### config.mk
export PLATFORM = sky130hd
export DESIGN_NAME = ppu_reg_responder_flat
export DESIGN_NICKNAME = d
export VERILOG_FILES = /design/src/rtl/ppu_reg_responder_if.sv /design/src/rtl/ppu_reg_responder.sv /design/src/flat_wrapper.sv
export SDC_FILE = /design/constraint.sdc
export NUM_CORES = 1
export LEC_CHECK = 0
export CAP_MARGIN = 20
export CORE_UTILIZATION = 46
export CTS_BUF_LIST = sky130_fd_sc_hd__clkbuf_8
export DETAILED_ROUTE_END_ITERATION = 6
export PLACE_DENSITY_LB_ADDON = 0.05
export SLEW_MARGIN = 20
export SYNTH_ARGS = -nofsm -noshare
export SYNTH_HDL_FRONTEND = slang
export SYNTH_SLANG_ARGS = --single-unit
### constraint.sdc
create_clock -name clk -period 2.05 [get_ports clk]
set_clock_uncertainty 0.15 [all_clocks]
set_input_delay 0.41 -clock clk [delete_from_list [all_inputs] [get_ports clk]]
set_output_delay 0.41 -clock clk [all_outputs]
set_load 0.01 [all_outputs]
### src/rtl/ppu_reg_responder_if.sv
// CPU-side register bus between the PPU bus initiator and the register responder.
// Latency: the initiator holds cs as a level; the responder registers read data one clock after the access edge.
// Backpressure: none; the initiator keeps its accesses at least three PPU clocks apart.
interface ppu_reg_responder_if;
    logic       cs;
    logic       rw;
    logic [2:0] address;
    logic [7:0] data_in;
    logic [7:0] data_out;
    logic       data_oe;

    modport master (
        output cs, rw, address, data_in,
        input  data_out, data_oe
    );

    modport slave (
        input  cs, rw, address, data_in,
        output data_out, data_oe
    );
endinterface

### src/rtl/ppu_reg_responder.sv
// PPU register front-end: decodes $2000-$2007, holds scroll/addr/flag state, issues VRAM/OAM strobes, raises NMI.
// Latency: register effects 1 clk after the cs rising edge; PPUDATA reads take 3 clks (4 with PALETTE_READ_BYPASS_EN).
// Backpressure: none; an access edge that arrives while a PPUDATA read is in flight is dropped.
module ppu_reg_responder #(
    parameter int ADDR_W = 14,
    parameter int OAM_W  = 8
) (
    input  logic               clk,
    input  logic               reset,
    ppu_reg_responder_if.slave bus,
    input  logic               vblank_set,
    input  logic               vblank_clr,
    input  logic               sprite0_set,
    input  logic               overflow_set,
    output logic [7:0]         ctrl_reg,
    output logic [7:0]         mask_reg,
    output logic [7:0]         scroll_x,
    output logic [7:0]         scroll_y,
    output logic [ADDR_W-1:0]  vram_addr,
    output logic [7:0]         vram_wdata,
    output logic               vram_we,
    output logic               vram_re,
    input  logic [7:0]         vram_rdata,
    output logic [OAM_W-1:0]   oam_addr,
    output logic [7:0]         oam_wdata,
    output logic               oam_we,
    input  logic [7:0]         oam_rdata,
    output logic               nmi
);

    typedef enum logic [1:0] {IDLE, RD_ISSUE, RD_CAPTURE} state_t;

    state_t            state, state_nxt;
    logic              cs_q;
    logic              acc, wr, rd;
    logic              w;
    logic [5:0]        t_hi;
    logic [7:0]        rd_buf;
    logic [7:0]        open_bus;
    logic [7:0]        data_out_q;
    logic              vblank, sprite0, overflow;
    logic              vblank_nxt;
    logic [7:0]        ctrl_nxt;
    logic [ADDR_W-1:0] inc;
`ifdef PALETTE_READ_BYPASS_EN
    logic              pal_q;
`endif

    // Only the first clock of a cs level is an access, and only while no PPUDATA read is in flight.
    assign acc = bus.cs & ~cs_q & (state == IDLE) & ~reset;
    assign wr  = acc & ~bus.rw;
    assign rd  = acc &  bus.rw;

    assign bus.data_oe  = bus.cs & bus.rw;
    assign bus.data_out = data_out_q;

    assign inc      = ctrl_reg[2] ? ADDR_W'(32) : ADDR_W'(1);
    assign ctrl_nxt = (wr && bus.address == 3'd0) ? bus.data_in : ctrl_reg;

    // A STATUS read wins over a simultaneous vblank_set so that frame never sees the flag or an NMI.
    assign vblank_nxt = vblank_clr                    ? 1'b0 :
                        (rd && bus.address == 3'd2)   ? 1'b0 :
                        vblank_set                    ? 1'b1 : vblank;

    always_ff @(posedge clk) begin
        if (reset) state <= IDLE;
        else       state <= state_nxt;
    end

    // vram_re is issued in the access cycle so vram_rdata is valid while in RD_ISSUE.
    always_comb begin
        state_nxt = state;
        vram_re   = 1'b0;
        unique case (state)
            IDLE: begin
                if (rd && bus.address == 3'd7) begin
                    state_nxt = RD_ISSUE;
                    vram_re   = 1'b1;
                end
            end
            RD_ISSUE: state_nxt = RD_CAPTURE;
            default:  state_nxt = IDLE;
        endcase
    end

    always_ff @(posedge clk) begin
        if (reset) begin
            cs_q       <= 1'b0;
            w          <= 1'b0;
            t_hi       <= '0;
            rd_buf     <= '0;
            open_bus   <= '0;
            data_out_q <= '0;
            vblank     <= 1'b0;
            sprite0    <= 1'b0;
            overflow   <= 1'b0;
            nmi        <= 1'b0;
            ctrl_reg   <= '0;
            mask_reg   <= '0;
            scroll_x   <= '0;
            scroll_y   <= '0;
            vram_addr  <= '0;
            vram_wdata <= '0;
            vram_we    <= 1'b0;
            oam_addr   <= '0;
            oam_wdata  <= '0;
            oam_we     <= 1'b0;
`ifdef PALETTE_READ_BYPASS_EN
            pal_q      <= 1'b0;
`endif
        end else begin
            cs_q     <= bus.cs;
            vram_we  <= 1'b0;
            oam_we   <= 1'b0;
            vblank   <= vblank_nxt;
            sprite0  <= ~vblank_clr & (sprite0 | sprite0_set);
            overflow <= ~vblank_clr & (overflow | overflow_set);
            ctrl_reg <= ctrl_nxt;
            nmi      <= vblank_nxt & ctrl_nxt[7];

            // Address post-increment lands the clock after the strobe so the strobe sees the old address.
            if (vram_we || state == RD_ISSUE) vram_addr <= vram_addr + inc;
            if (oam_we) oam_addr <= oam_addr + OAM_W'(1);
            if (state == RD_ISSUE) rd_buf <= vram_rdata;
`ifdef PALETTE_READ_BYPASS_EN
            if (state == RD_CAPTURE && pal_q) begin
                data_out_q <= rd_buf;
                pal_q      <= 1'b0;
            end
`endif

            if (wr) begin
                open_bus <= bus.data_in;
                unique case (bus.address)
                    3'd1: mask_reg <= bus.data_in;
                    3'd3: oam_addr <= OAM_W'(bus.data_in);
                    3'd4: begin
                        oam_wdata <= bus.data_in;
                        oam_we    <= 1'b1;
                    end
                    3'd5: begin
                        if (w) scroll_y <= bus.data_in;
                        else   scroll_x <= bus.data_in;
                        w <= ~w;
                    end
                    3'd6: begin
                        if (w) vram_addr <= ADDR_W'({t_hi, bus.data_in});
                        else   t_hi      <= bus.data_in[5:0];
                        w <= ~w;
                    end
                    3'd7: begin
                        vram_wdata <= bus.data_in;
                        vram_we    <= 1'b1;
                    end
                    default: ;
                endcase
            end

            if (rd) begin
                unique case (bus.address)
                    3'd2: begin
                        data_out_q <= {vblank, sprite0, overflow, open_bus[4:0]};
                        w          <= 1'b0;
                    end
                    3'd4: data_out_q <= oam_rdata;
                    3'd7: begin
`ifdef PALETTE_READ_BYPASS_EN
                        if (vram_addr[13:8] == 6'h3F) pal_q      <= 1'b1;
                        else                          data_out_q <= rd_buf;
`else
                        data_out_q <= rd_buf;
`endif
                    end
                    default: data_out_q <= open_bus;
                endcase
            end
        end
    end

endmodule

### src/flat_wrapper.sv
// flat-port wrapper written by rule: the top's interface ports become plain ports
module ppu_reg_responder_flat 
#(
    parameter int ADDR_W = 14,
    parameter int OAM_W  = 8
)
  (clk, reset, vblank_set, vblank_clr, sprite0_set, overflow_set, ctrl_reg, mask_reg, scroll_x, scroll_y, vram_addr, vram_wdata, vram_we, vram_re, vram_rdata, oam_addr, oam_wdata, oam_we, oam_rdata, nmi, bus_cs, bus_rw, bus_address, bus_data_in, bus_data_out, bus_data_oe);
  ppu_reg_responder_if bus_i ();
  input  logic clk;
  input  logic reset;
  input  logic vblank_set;
  input  logic vblank_clr;
  input  logic sprite0_set;
  input  logic overflow_set;
  output logic [7:0] ctrl_reg;
  output logic [7:0] mask_reg;
  output logic [7:0] scroll_x;
  output logic [7:0] scroll_y;
  output logic [ADDR_W-1:0] vram_addr;
  output logic [7:0] vram_wdata;
  output logic vram_we;
  output logic vram_re;
  input  logic [7:0] vram_rdata;
  output logic [OAM_W-1:0] oam_addr;
  output logic [7:0] oam_wdata;
  output logic oam_we;
  input  logic [7:0] oam_rdata;
  output logic nmi;
  input wire logic [$bits(bus_i.cs)-1:0] bus_cs;
  input wire logic [$bits(bus_i.rw)-1:0] bus_rw;
  input wire logic [$bits(bus_i.address)-1:0] bus_address;
  input wire logic [$bits(bus_i.data_in)-1:0] bus_data_in;
  output wire logic [$bits(bus_i.data_out)-1:0] bus_data_out;
  output wire logic [$bits(bus_i.data_oe)-1:0] bus_data_oe;
  assign bus_i.cs = bus_cs;
  assign bus_i.rw = bus_rw;
  assign bus_i.address = bus_address;
  assign bus_i.data_in = bus_data_in;
  assign bus_data_out = bus_i.data_out;
  assign bus_data_oe = bus_i.data_oe;
  ppu_reg_responder #(.ADDR_W(ADDR_W), .OAM_W(OAM_W)) u_core (.clk(clk), .reset(reset), .bus(bus_i), .vblank_set(vblank_set), .vblank_clr(vblank_clr), .sprite0_set(sprite0_set), .overflow_set(overflow_set), .ctrl_reg(ctrl_reg), .mask_reg(mask_reg), .scroll_x(scroll_x), .scroll_y(scroll_y), .vram_addr(vram_addr), .vram_wdata(vram_wdata), .vram_we(vram_we), .vram_re(vram_re), .vram_rdata(vram_rdata), .oam_addr(oam_addr), .oam_wdata(oam_wdata), .oam_we(oam_we), .oam_rdata(oam_rdata), .nmi(nmi));
endmodule
After elaboration in Yosys (flattened, before gate mapping)

Index checks and enable logic that the tools add are counted.

Bitwise gates (word level): 17
Equality and inequality tests: 9
Reduce and logical (&&, ||, !) cells: 14
Multiplexer cells: 23
Add/subtract/negate cells: 2

Operators with widths:

| operator                                       | number |
|---|---|
| two-way mux 14 bit                             | 4 |
| two-way mux 8 bit                              | 4 |
| case mux 8 bit (3 select lines)                | 1 |
| adder 14 bit                                   | 1 |
| == test 3 bit (second input constant)          | 4 |
| two-way mux 1 bit                              | 11 |
| AND 1 bit                                      | 9 |
| AND reduction 3 bit                            | 3 |
| adder 8 x 1 -> 8 bit (second input constant)   | 1 |
| == test 3 x 2 -> 1 bit (second input constant) | 2 |
| two-way mux 6 bit                              | 1 |
| inverter 1 bit                                 | 6 |
| AND reduction 2 bit                            | 3 |
| case mux 2 bit (2 select lines)                | 1 |
| OR reduction 2 bit                             | 2 |
| == test 3 x 1 -> 1 bit (second input constant) | 1 |
| logical AND 1 bit                              | 3 |
| logical NOT 3 bit                              | 1 |
| == test 2 x 1 -> 1 bit (second input constant) | 1 |
| logical NOT 2 bit                              | 1 |
| two-way mux 2 bit                              | 1 |
| inequality test 2 bit (second input constant)  | 1 |
| bitwise OR 1 bit                               | 2 |
| logical OR 1 bit                               | 1 |

Output and inout bits: 83
Input bits: 35
Logic and storage cells: 87
Register bits: 110

Longest topological paths before layout

Depth after elaboration: 9
Mapped depth: 8
Gate-level depth less buffers: 6

Worst setup path after synthesis

OpenSTA, ideal clock, no wires.

Path type: input-to-reg
Start: in bus_rw
End: reg u_core.vram_addr[13]
Setup time: 0.144 ns
Slack: -0.128 ns
Path buffers: 4
Cell stages on the path: 8
Required time: 1.756 ns
Data arrival time: 1.884 ns
Cells stage by stage: buf_2 -> nand4bb_1 -> clkbuf_1 -> or4_4 -> buf_6 -> buf_6 -> nor2_1 -> a311oi_2

Cells in the longest elaborated chain, start to end: 3

Ends and longest elaborated chain:

| element              | RTL line                 | text |
|---|---|---|
| from (decl)          | flat_wrapper.sv:30       | `input wire logic [$bits(bus_i.rw)-1:0] bus_rw;` |
| inverter 1 bit       | ppu_reg_responder.sv:51  | `assign wr = acc & ~bus.rw;` |
| AND 1 bit            | ppu_reg_responder.sv:51  |  |
| two-way mux 14 bit   | ppu_reg_responder.sv:132 | `if (wr) begin` |
| to (signal assigned) | ppu_reg_responder.sv:122 | `if (vram_we \|\| state == RD_ISSUE) vram_addr <= vram_addr + inc;` |
| to (signal assigned) | ppu_reg_responder.sv:147 | `if (w) vram_addr <= ADDR_W'({t_hi, bus.data_in});` |
| to (decl)            | ppu_reg_responder.sv:19  | `output logic [ADDR_W-1:0] vram_addr,` |

No other way between the ends.
A chain may end at the register's enable or synchronous reset.

Worst setup path in the final report

Start: reg u_core.vram_addr[5]
End: reg u_core.vram_addr[9]

Cells in the longest elaborated chain, start to end: 5

Ends and longest elaborated chain:

| element                | RTL line                 | text |
|---|---|---|
| adder 14 bit (*)       | ppu_reg_responder.sv:122 |  |
| two-way mux 14 bit (*) | ppu_reg_responder.sv:122 |  |
| two-way mux 14 bit     | ppu_reg_responder.sv:147 |  |
| two-way mux 14 bit     | ppu_reg_responder.sv:134 | `unique case (bus.address)` |
| two-way mux 14 bit (*) | ppu_reg_responder.sv:132 |  |

Every way passes the cells marked *; elsewhere a longest branch is shown, timed or not.

==> run metrics <==
Slew @ Worst Pin 0.848 ns; Diodes inserted 0; Starting Density 47.4%; Simple-Gate Fraction of Synth Area 19.5%; CTS Buffer Depth 2; Reg-to-Reg Start u_core.vram_addr[5]; grt total ovfl 0; Synth top area share 45.0%; PortBufs 117; final hold violation count 0; all-layer global routing usage 23.7%; CTS buffer count 9; FMAX around 500 MHz; worst hold slack 0.309 ns; largest vdd supply drop 0.379 mV; Primary FF master, synth dfxtp_1; r2r endpoint u_core.vram_addr[9]; internal reg-to-reg setup slack 0.04 ns; via count roughly 4300; Detailed Place HPWL 8.80 mm; Setup crit start u_core.vram_addr[5]; hold depth 2; largest net degree at the start of global routing 78; antenna viol nets, final 0; cell total after placement 769; R2R cell count 5; Leakage 2.51 nW; final-stage net count 690; area growth from synthesis to layout 40.3%; CTS Sinks 110; Final Cycle Share 98.2%; Area after DPL 6490 um2; Bufs and invs on worst path 0; Via density 5.39; die width 105 um; Top reg by flops u_core.vram_addr; Hold Crit Start u_core.bus.data_out[2]; status finished, final reports clean; CP Class reg2reg; crit path launch type flip-flop; Crit. End Element flip-flop; routability cong. roughly 0.77; crit-path max FO 7; Final setup viols 0; worst path required time between 2 and 2.5 ns; Hold EP u_core.bus.data_out[2]; max-slew violations 0; Critical Path, Cell by Cell ha_4 > and4_4 > a31oi_4 > or4_4 > a311oi_2; Pre-antenna DRT Iters 5; combinational family with the most area after synthesis simple AND/OR/NAND/NOR gates; CORE AREA 10300 um2; Synth area leaders dfxtp_1 (45%), mux2i_1 (10%), nor2_1 (6.2%); XOR/XNOR share of the synthesized area 1.97%; DRT iter0 DRCs 225; Netlist cell types between 50 and 60; Async S/R FF share, synth 0%; Avg WL per Cell 16.5 um; Synth Warn # 0; most frequent cell after synthesis dfxtp_1; I/O Pins 118; Min Clock Period, post-route 2.01 ns; vias in the first global route 4088; adder-cell share of the synthesized area 1.02%; share of layout cells above drive strength 1 21.5%; pwr dens 552 nW/um2; path type of the worst min-delay path reg2reg; first-pass GRT wire length 20.8 mm; Final Cell Area 6860 um2; H-tree depth 3; initial antenna violation count 0; Power, Total roughly 3.8 mW; max FFs per register 14; Post-Route WL about 13 mm; slowest stage delay, CP ~0.55 ns; latest clock arrival within the worst-skew pair 0.36 ns; die area 11000 um2; slowest CP cell or4_4; Mapped Nets 547; syn avg cell area 9.63 um2; Crit path max-delay family simple AND/OR/NAND/NOR gates; synthesized instance count 508; Max-cap violations 0; Compound-Gate Fraction of Synth Area 14.1%; CP arrival 2.14 ns; Final Non-Filler Cells 792; floorplan die height 105 um; fill cell count approximately 850; #FFs+latches synth 110; number of synthesized flops with an enable pin 0; Yosys top cell by area dfxtp_1; Root Driver clkbuf_8; CTS tree done; DRC 0; sequential area share after synthesis 45.0%; Site Rows 37; RSZ-0062 raised after global routing yes; Relative slew margins 43.5%; CTS clock-pin slew for the worst setup and hold paths 0.10 ns; mux cell area share after synthesis between 10% and 20%; Cell Area, Synth 4890 um2; Post-synth top cells dfxtp_1 (110), nor2_1 (81), mux2i_1 (49)
## area by class of cell
class	instances	area, um2	share of cell area [%]
multi-input combinational	350	2610	38.1
tap	136	170	2.48
inverter	7	26.3	0.383
clock inverter	5	35.0	0.511
clock buffer	11	151	2.21
sequential	110	2210	32.2
timing repair buffer	173	1660	24.1
## per-stage QoR
step	TNS [ns]	setup WS (ns)	util, %
3_3_place_gp	-29.36	-0.442	62.9
2_1_floorplan	-0.442	-0.0275	-
5_1_grt	-0.0198	-0.00652	66.5
6_report	0	0.0363	66.5
3_5_place_dp	-30.73	-0.466	62.9
4_1_cts	0	0.00196	65.6
## layer usage
| layer | track usage [%] | up-vias | routed length, um |
|---|---|---|---|
| li1 | - | 2077 | - |
| met1 | 31.1 | 2044 | 5860 |
| met2 | 39.6 | 136 | 6290 |
| met3 | 5.18 | 14 | 733 |
| met4 | 5.94 | 0 | 153 |
| met5 | 0 | - | 0 |
## worst max path at each step
stage                                end  slack [ns]  cells past startpoint
floorplan            u_core.vram_addr[4]       -0.03                      7
CTS                  u_core.oam_wdata[3]       0.002                      5
global route        u_core.vram_addr[11]      -0.007                      4
finish               u_core.vram_addr[9]        0.04                      5
detailed placement  u_core.vram_addr[10]       -0.47                      7
global placement     u_core.vram_addr[7]       -0.44                      7
## placed cells by master (no fill, tap or decap), types with 6 or more instances in the layout
master           instances
a311oi_2                 8
clkdlybuf4s50_1        109
mux2i_1                 48
a21oi_1                 20
a211oi_1                11
o22ai_1                  6
nand2b_1                 6
dfxtp_1                105
inv_1                    9
mux2_2                  17
clkbuf_8                11
xor2_1                   7
nor2_2                   6
buf_6                    6
buf_4                   47
nor2_1                  69
nor2b_1                 24
nor2_4                   6
nand2_1                 29
dlygate4sd2_1            6
o31ai_1                  7
o21ai_0                  6
## where the power goes
group / switching, mW / internal, mW
Sequential: 0.0175 / 2.16
Clock: 0.723 / 0.512
Combinational: 0.192 / 0.179
## cell families after synthesis
logic type	count (synthesis)
multiplexers	66
XOR/XNOR	11
buffers and inverters	48
AND/OR/NAND/NOR	183
flip-flops	110
AO/OA/AOI/OAI	86
adder cells (fa/ha/maj)	4
## tightest hold or removal path, cell delays in order (launching register included)
cell,delay (ns)
dfxtp_1,0.32
nand2_1,0.05
a21oi_1,0.05
## what timing repair did
action / 4_1_cts / 5_1_grt
buffers inserted: 2 / 4
pin swaps: 3 / 11
gates cloned: 1 / 0
resized for setup: 22 / 23
hold buffers: 0 / 0
setup endpoints to repair: 33 / 52
(Power assumes the default switching activity.)
==> patch 1 (same flow settings) <==
`ADDR_W` is set to 14 in 2 places; all go to 13.
--- a/src/rtl/ppu_reg_responder.sv
+++ b/src/rtl/ppu_reg_responder.sv
@@ -2,7 +2,7 @@
 // Latency: register effects 1 clk after the cs rising edge; PPUDATA reads take 3 clks (4 with PALETTE_READ_BYPASS_EN).
 // Backpressure: none; an access edge that arrives while a PPUDATA read is in flight is dropped.
 module ppu_reg_responder #(
-    parameter int ADDR_W = 14,
+    parameter int ADDR_W = 13,
     parameter int OAM_W  = 8
 ) (
     input  logic               clk,
--- a/src/flat_wrapper.sv
+++ b/src/flat_wrapper.sv
@@ -1,7 +1,7 @@
 // flat-port wrapper written by rule: the top's interface ports become plain ports
 module ppu_reg_responder_flat 
 #(
-    parameter int ADDR_W = 14,
+    parameter int ADDR_W = 13,
     parameter int OAM_W  = 8
 )
   (clk, reset, vblank_set, vblank_clr, sprite0_set, overflow_set, ctrl_reg, mask_reg, scroll_x, scroll_y, vram_addr, vram_wdata, vram_we, vram_re, vram_rdata, oam_addr, oam_wdata, oam_we, oam_rdata, nmi, bus_cs, bus_rw, bus_address, bus_data_in, bus_data_out, bus_data_oe);
Ports: changed (resized vram_addr); port bits go from 118 to 117. The function was not compared with the original's and may differ.
==> patch 1 against the unedited design <==
  * The run now ends with negative setup slack left
  * Total power up 3.8%
  * Area after synthesis is 5.3% lower
  * Sequential power decreased by 2%
  * Synthesized cell count grew 1.4%
  * Sequential cell count is 2 lower
  * Largest power group unchanged
  * Final area decreased by 4.0%
  * Worst hold slack got worse by 0.0024 ns
  * Core utilization increased by 0.91 points
  * Clock power increased by 12%
  * Wire length up 3.9%
  * Critical path type is now input pin to flop
  * Worst setup slack worse by 0.066 ns
==> patch 1: results (changes against the unedited design) <==
metric,value,unit,change
synthAdderAreaFrac,1.08,%,+0.058 points
placed_cells,780,,+1.4%
path_clk_slew,0.11,ns,
violations,negative setup slack,,
clk_path_buf_depth,2,,unchanged
place_hpwl,9260,um,+5.2%
grt_max_degree,74,,-5.1%
slowest_stage,or4_4,,
synth_area_leaders,"dfxtp_1 (47%), mux2i_1 (8.2%), nor2_1 (5.5%), nand2_1 (5.2%), a21oi_1 (4.5%)",,
pre_cts_ws,-0.588,ns,-0.122 ns
yosysSeqAreaShare,46.7,%,+1.7 points
via_per_inst,5.45,,+1.1%
path_max_fanout,8,,+1
wl_per_cell,16.9,um,+2.6%
cts_max_level,3,,unchanged
drt_iter0_markers,214,,-4.9%
nNetsFinal,703,,+1.9%
synth_nets,554,,+1.3%
grt_pass1_vias,4120,,+0.78%
cts_buffers,9,,unchanged
cp.arrival,2.16,ns,+0.02 ns
placed_cell_area,6240,um2,-3.9%
gp_congestion,0.819,,+6.0%
insertion_delay,0.36,ns,about the same
n_fill_cell,832,,-2.0%
instances_no_fill,802,,+1.3%
finalWorstSetupSlack,-0.0297,ns,-0.0660 ns
min_path_type,flop to flop,,
synth_compound_area_share,16.2,%,+2.1 points
status,finished with violations,,
final-setup-viol-count,7,,+7
yosysWarnings,0,,unchanged
slowest_delay,0.67,ns,+0.12 ns
synth_area_per_cell,8.99,um2,-6.6%
slew_headroom,46.8,%,+3.3 points
ys_types,50,,-3.8%
muxShareOfSynthArea,8.22,%,-5.7 points
tns,-0.0858,ns,-0.0858 ns
grt_pass1_wl,20800,um,-0.16%
port_buffers,116,,-0.85%
ir_worst_vdd,0.000388,V,+2.4%
p_leak,2.41,nW,-4.1%
drive_gt1_share,16.6,%,-4.9 points
largest_register_ff_count,13,,-1
synth_xor_area_share,2.46,%,+0.49 points
ys_top_cells_by_count,"dfxtp_1 (108), nor2_1 (68), nand2_1 (64)",,
grt_usage,26.2,%,+2.5 points
-- patch 1: cell count changes after synthesis, sizes merged, moves of 7 or more --
cell   delta
nand3     +7
a21oi    +21
nor2     -13
nand2    +34
mux2i    -11
nor2b    -18
mux2     -17
-- patch 1: layer usage --
| metal | wire length (um) | global-route usage, % |
|---|---|---|
| met1 | 5870 | 31.8 |
| met4 | 184 | 8.79 |
| met5 | 0 | 0 |
| met2 | 6630 | 45.3 |
| met3 | 864 | 6.70 |
-- patch 1: kinds of logic after synthesis --
| kind of cell | after synthesis |
|---|---|
| multiplexers | 38 |
| XOR/XNOR | 13 |
| AO/OA/AOI/OAI | 107 |
| flip-flops | 108 |
| AND/OR/NAND/NOR | 199 |
| buffers and inverters | 46 |
| adder cells (fa/ha/maj) | 4 |
-- patch 1: worst paths after layout --
kind	from	endpoint	slack, ns	depth (start not counted)
worst min-delay path	u_core.scroll_x[7]	u_core.scroll_x[7]	0.31	2
worst max-delay path	bus_rw	u_core.scroll_y[7]	-0.03	5
worst max register to register	u_core.state[1]	u_core.scroll_y[7]	-0.01	4
worst min register to register	u_core.scroll_x[7]	u_core.scroll_x[7]	0.31	2
-- patch 1: metrics by stage --
step	hold slack (ns)	utilization [%]
2_1_floorplan	0.286	-
3_3_place_gp	0.289	63.8
3_5_place_dp	0.294	63.8
4_1_cts	0.308	66.9
5_1_grt	0.324	67.4
6_report	0.306	67.4
-- patch 1: area by class of cell --
class,count,area share [%]
Clock buffer,11,2.30
Clock inverter,5,1.03
Inverter,7,0.399
Multi-Input combinational cell,364,36.3
Sequential cell,108,33.0
Tap cell,133,2.53
Timing Repair Buffer,174,24.5
-- patch 1: worst min-delay path, cell delays in order, from the launching register on --
cell and delay (ns):
dfxtp_1 0.32, nand2_1 0.05, a21oi_1 0.05
-- patch 1: what timing repair did --
| action | in CTS | in global routing |
|---|---|---|
| buffers inserted | 3 | 0 |
| pin swaps | 4 | 6 |
| endpoints found under the setup margin | 53 | 29 |
| gates resized for setup | 19 | 13 |
| cloned | 3 | 0 |
-- patch 1: where the power goes --
group	internal [mW]	switching [mW]	leakage, nW
logic	0.190	0.208	1.42
registers	2.12	0.0195	0.875
clock network	0.650	0.739	0.112
total	2.96	0.967	2.41
==> patch 2 (config.mk and constraints unchanged) <==
Without the edit above. The 3 states of `state_t` get a one-hot encoding in 3 bits.
--- a/src/rtl/ppu_reg_responder.sv
+++ b/src/rtl/ppu_reg_responder.sv
@@ -28,7 +28,7 @@
     output logic               nmi
 );
 
-    typedef enum logic [1:0] {IDLE, RD_ISSUE, RD_CAPTURE} state_t;
+    typedef enum logic [2:0] {IDLE = 3'b001, RD_ISSUE = 3'b010, RD_CAPTURE = 3'b100} state_t;
 
     state_t            state, state_nxt;
     logic              cs_q;
Check against the original RTL: same outputs for any inputs over 4 cycles, from zero or initial values and one cycle with reset high; so few cycles prove little.
==> patch 2 against the unedited design <==
  * The run now ends with negative setup slack left
  * Total power up 3.5%
  * Combinational power down 7.3%
  * Sequential share of layout area increased by 1.4 points
  * Sequential cell count increased by 1
  * Final area is 3.1% lower
  * Area after synthesis is 3.9% lower
  * Non-clock buffer count decreased by 5
  * Worst setup slack got worse by 0.046 ns
  * Wire length shrank 1.4%
  * Synthesized cell count grew 0.39%
  * Maximum frequency is 2.3% lower
  * Largest cell class unchanged
==> patch 2: results (changes against the unedited design) <==
metric,value,unit,change
status,finished with violations,,
violations,negative setup slack,,
grt_usage,24.9,%,+1.1 points
synthCells,510,,+0.39%
hold_start,reset,,
crit_start,u_core.cs_q,,
final-setup-viol-count,2,,+2
min_path_type,input pin to flop,,
grt_pass1_vias,3976,,-2.7%
yosysSeqAreaShare,47.3,%,+2.2 points
use_met3,6.58,%,+1.4 points
drt_iter0_markers,120,,-47%
ff2ff_path_depth,7,,+2
path_max_fanout,2,,-5
gp_congestion,0.839,,+8.6%
grt_pass1_wl,20100,um,-3.2%
drt_pre_antenna_iters,4,,-1
ys_types,47,,-9.6%
synth_xor_area_share,2.05,%,+0.080 points
cp.arrival,1.50,ns,-0.64 ns
via_count,4186,,-2.0%
ys_top_cells_by_count,"dfxtp_1 (111), nor2_1 (95), mux2i_1 (63)",,
tns,-0.0125,ns,-0.0125 ns
synth_nets,549,,+0.37%
wl_per_cell,16.3,um,-0.91%
drive_gt1_share,15.0,%,-6.5 points
pre_cts_ws,-0.474,ns,-0.00846 ns
finalWorstSetupSlack,-0.0101,ns,-0.0464 ns
hold_depth,3,,+1
ir_worst_vdd,0.000396,V,+4.5%
[patch 2: cell types whose count changed in the layout (fill, tap and decap cells not counted), moves of 4 or more]
cell,unedited run,this run
nor2_4,6,0
nor2b_1,24,7
mux2i_1,48,63
nand2_1,29,35
nor2_1,69,95
a211oi_2,5,0
o21ai_0,6,10
mux2_2,17,0
nor2_2,6,0
a311oi_2,8,4
[patch 2: repair_timing]
action                                  4_1_cts  5_1_grt
buffers inserted                              0        2
gates resized for setup                      21       21
pin swaps                                     8        6
endpoints found under the setup margin       31       25
gates cloned                                  1        0
[patch 2: cell type report]
type | count | area [um2] | share of cell area (%)
clock buffer | 9 | 124 | 1.86
clock inverter | 7 | 87.6 | 1.32
inverter | 6 | 22.5 | 0.339
multi-input combinational | 354 | 2430 | 36.6
sequential | 111 | 2230 | 33.6
tap | 133 | 166 | 2.50
timing repair buffer | 168 | 1580 | 23.8
[patch 2: where the power goes]
group / switching (mW) / total (mW) / internal [mW]
logic: 0.176 / 0.344 / 0.168
clock network: 0.786 / 1.38 / 0.596
registers: 0.0163 / 2.19 / 2.18
total: 0.978 / 3.92 / 2.94
[patch 2: worst register-to-register path: cells and delay by family, from the launching register on]
family        cells  cell delay (ns)
flops             1             0.36
simple gates      3             0.78
buf+inv           3             0.46
mux               1             0.20
[patch 2: worst paths after layout]
path / to / slack, ns
worst max-delay path: vram_re / -0.01
worst min-delay path: u_core.cs_q / 0.24
worst max register to register: u_core.t_hi[2] / 0
worst min register to register: u_core.bus.data_out[2] / 0.32
[patch 2: cells by family after synthesis]
logic type	after synthesis
adders and majority gates	4
DFF	111
AOI/OAI and AO/OA	90
buffers and inverters	45
and+or+nand+nor	186
muxes	63
xor gates and xnor gates	11
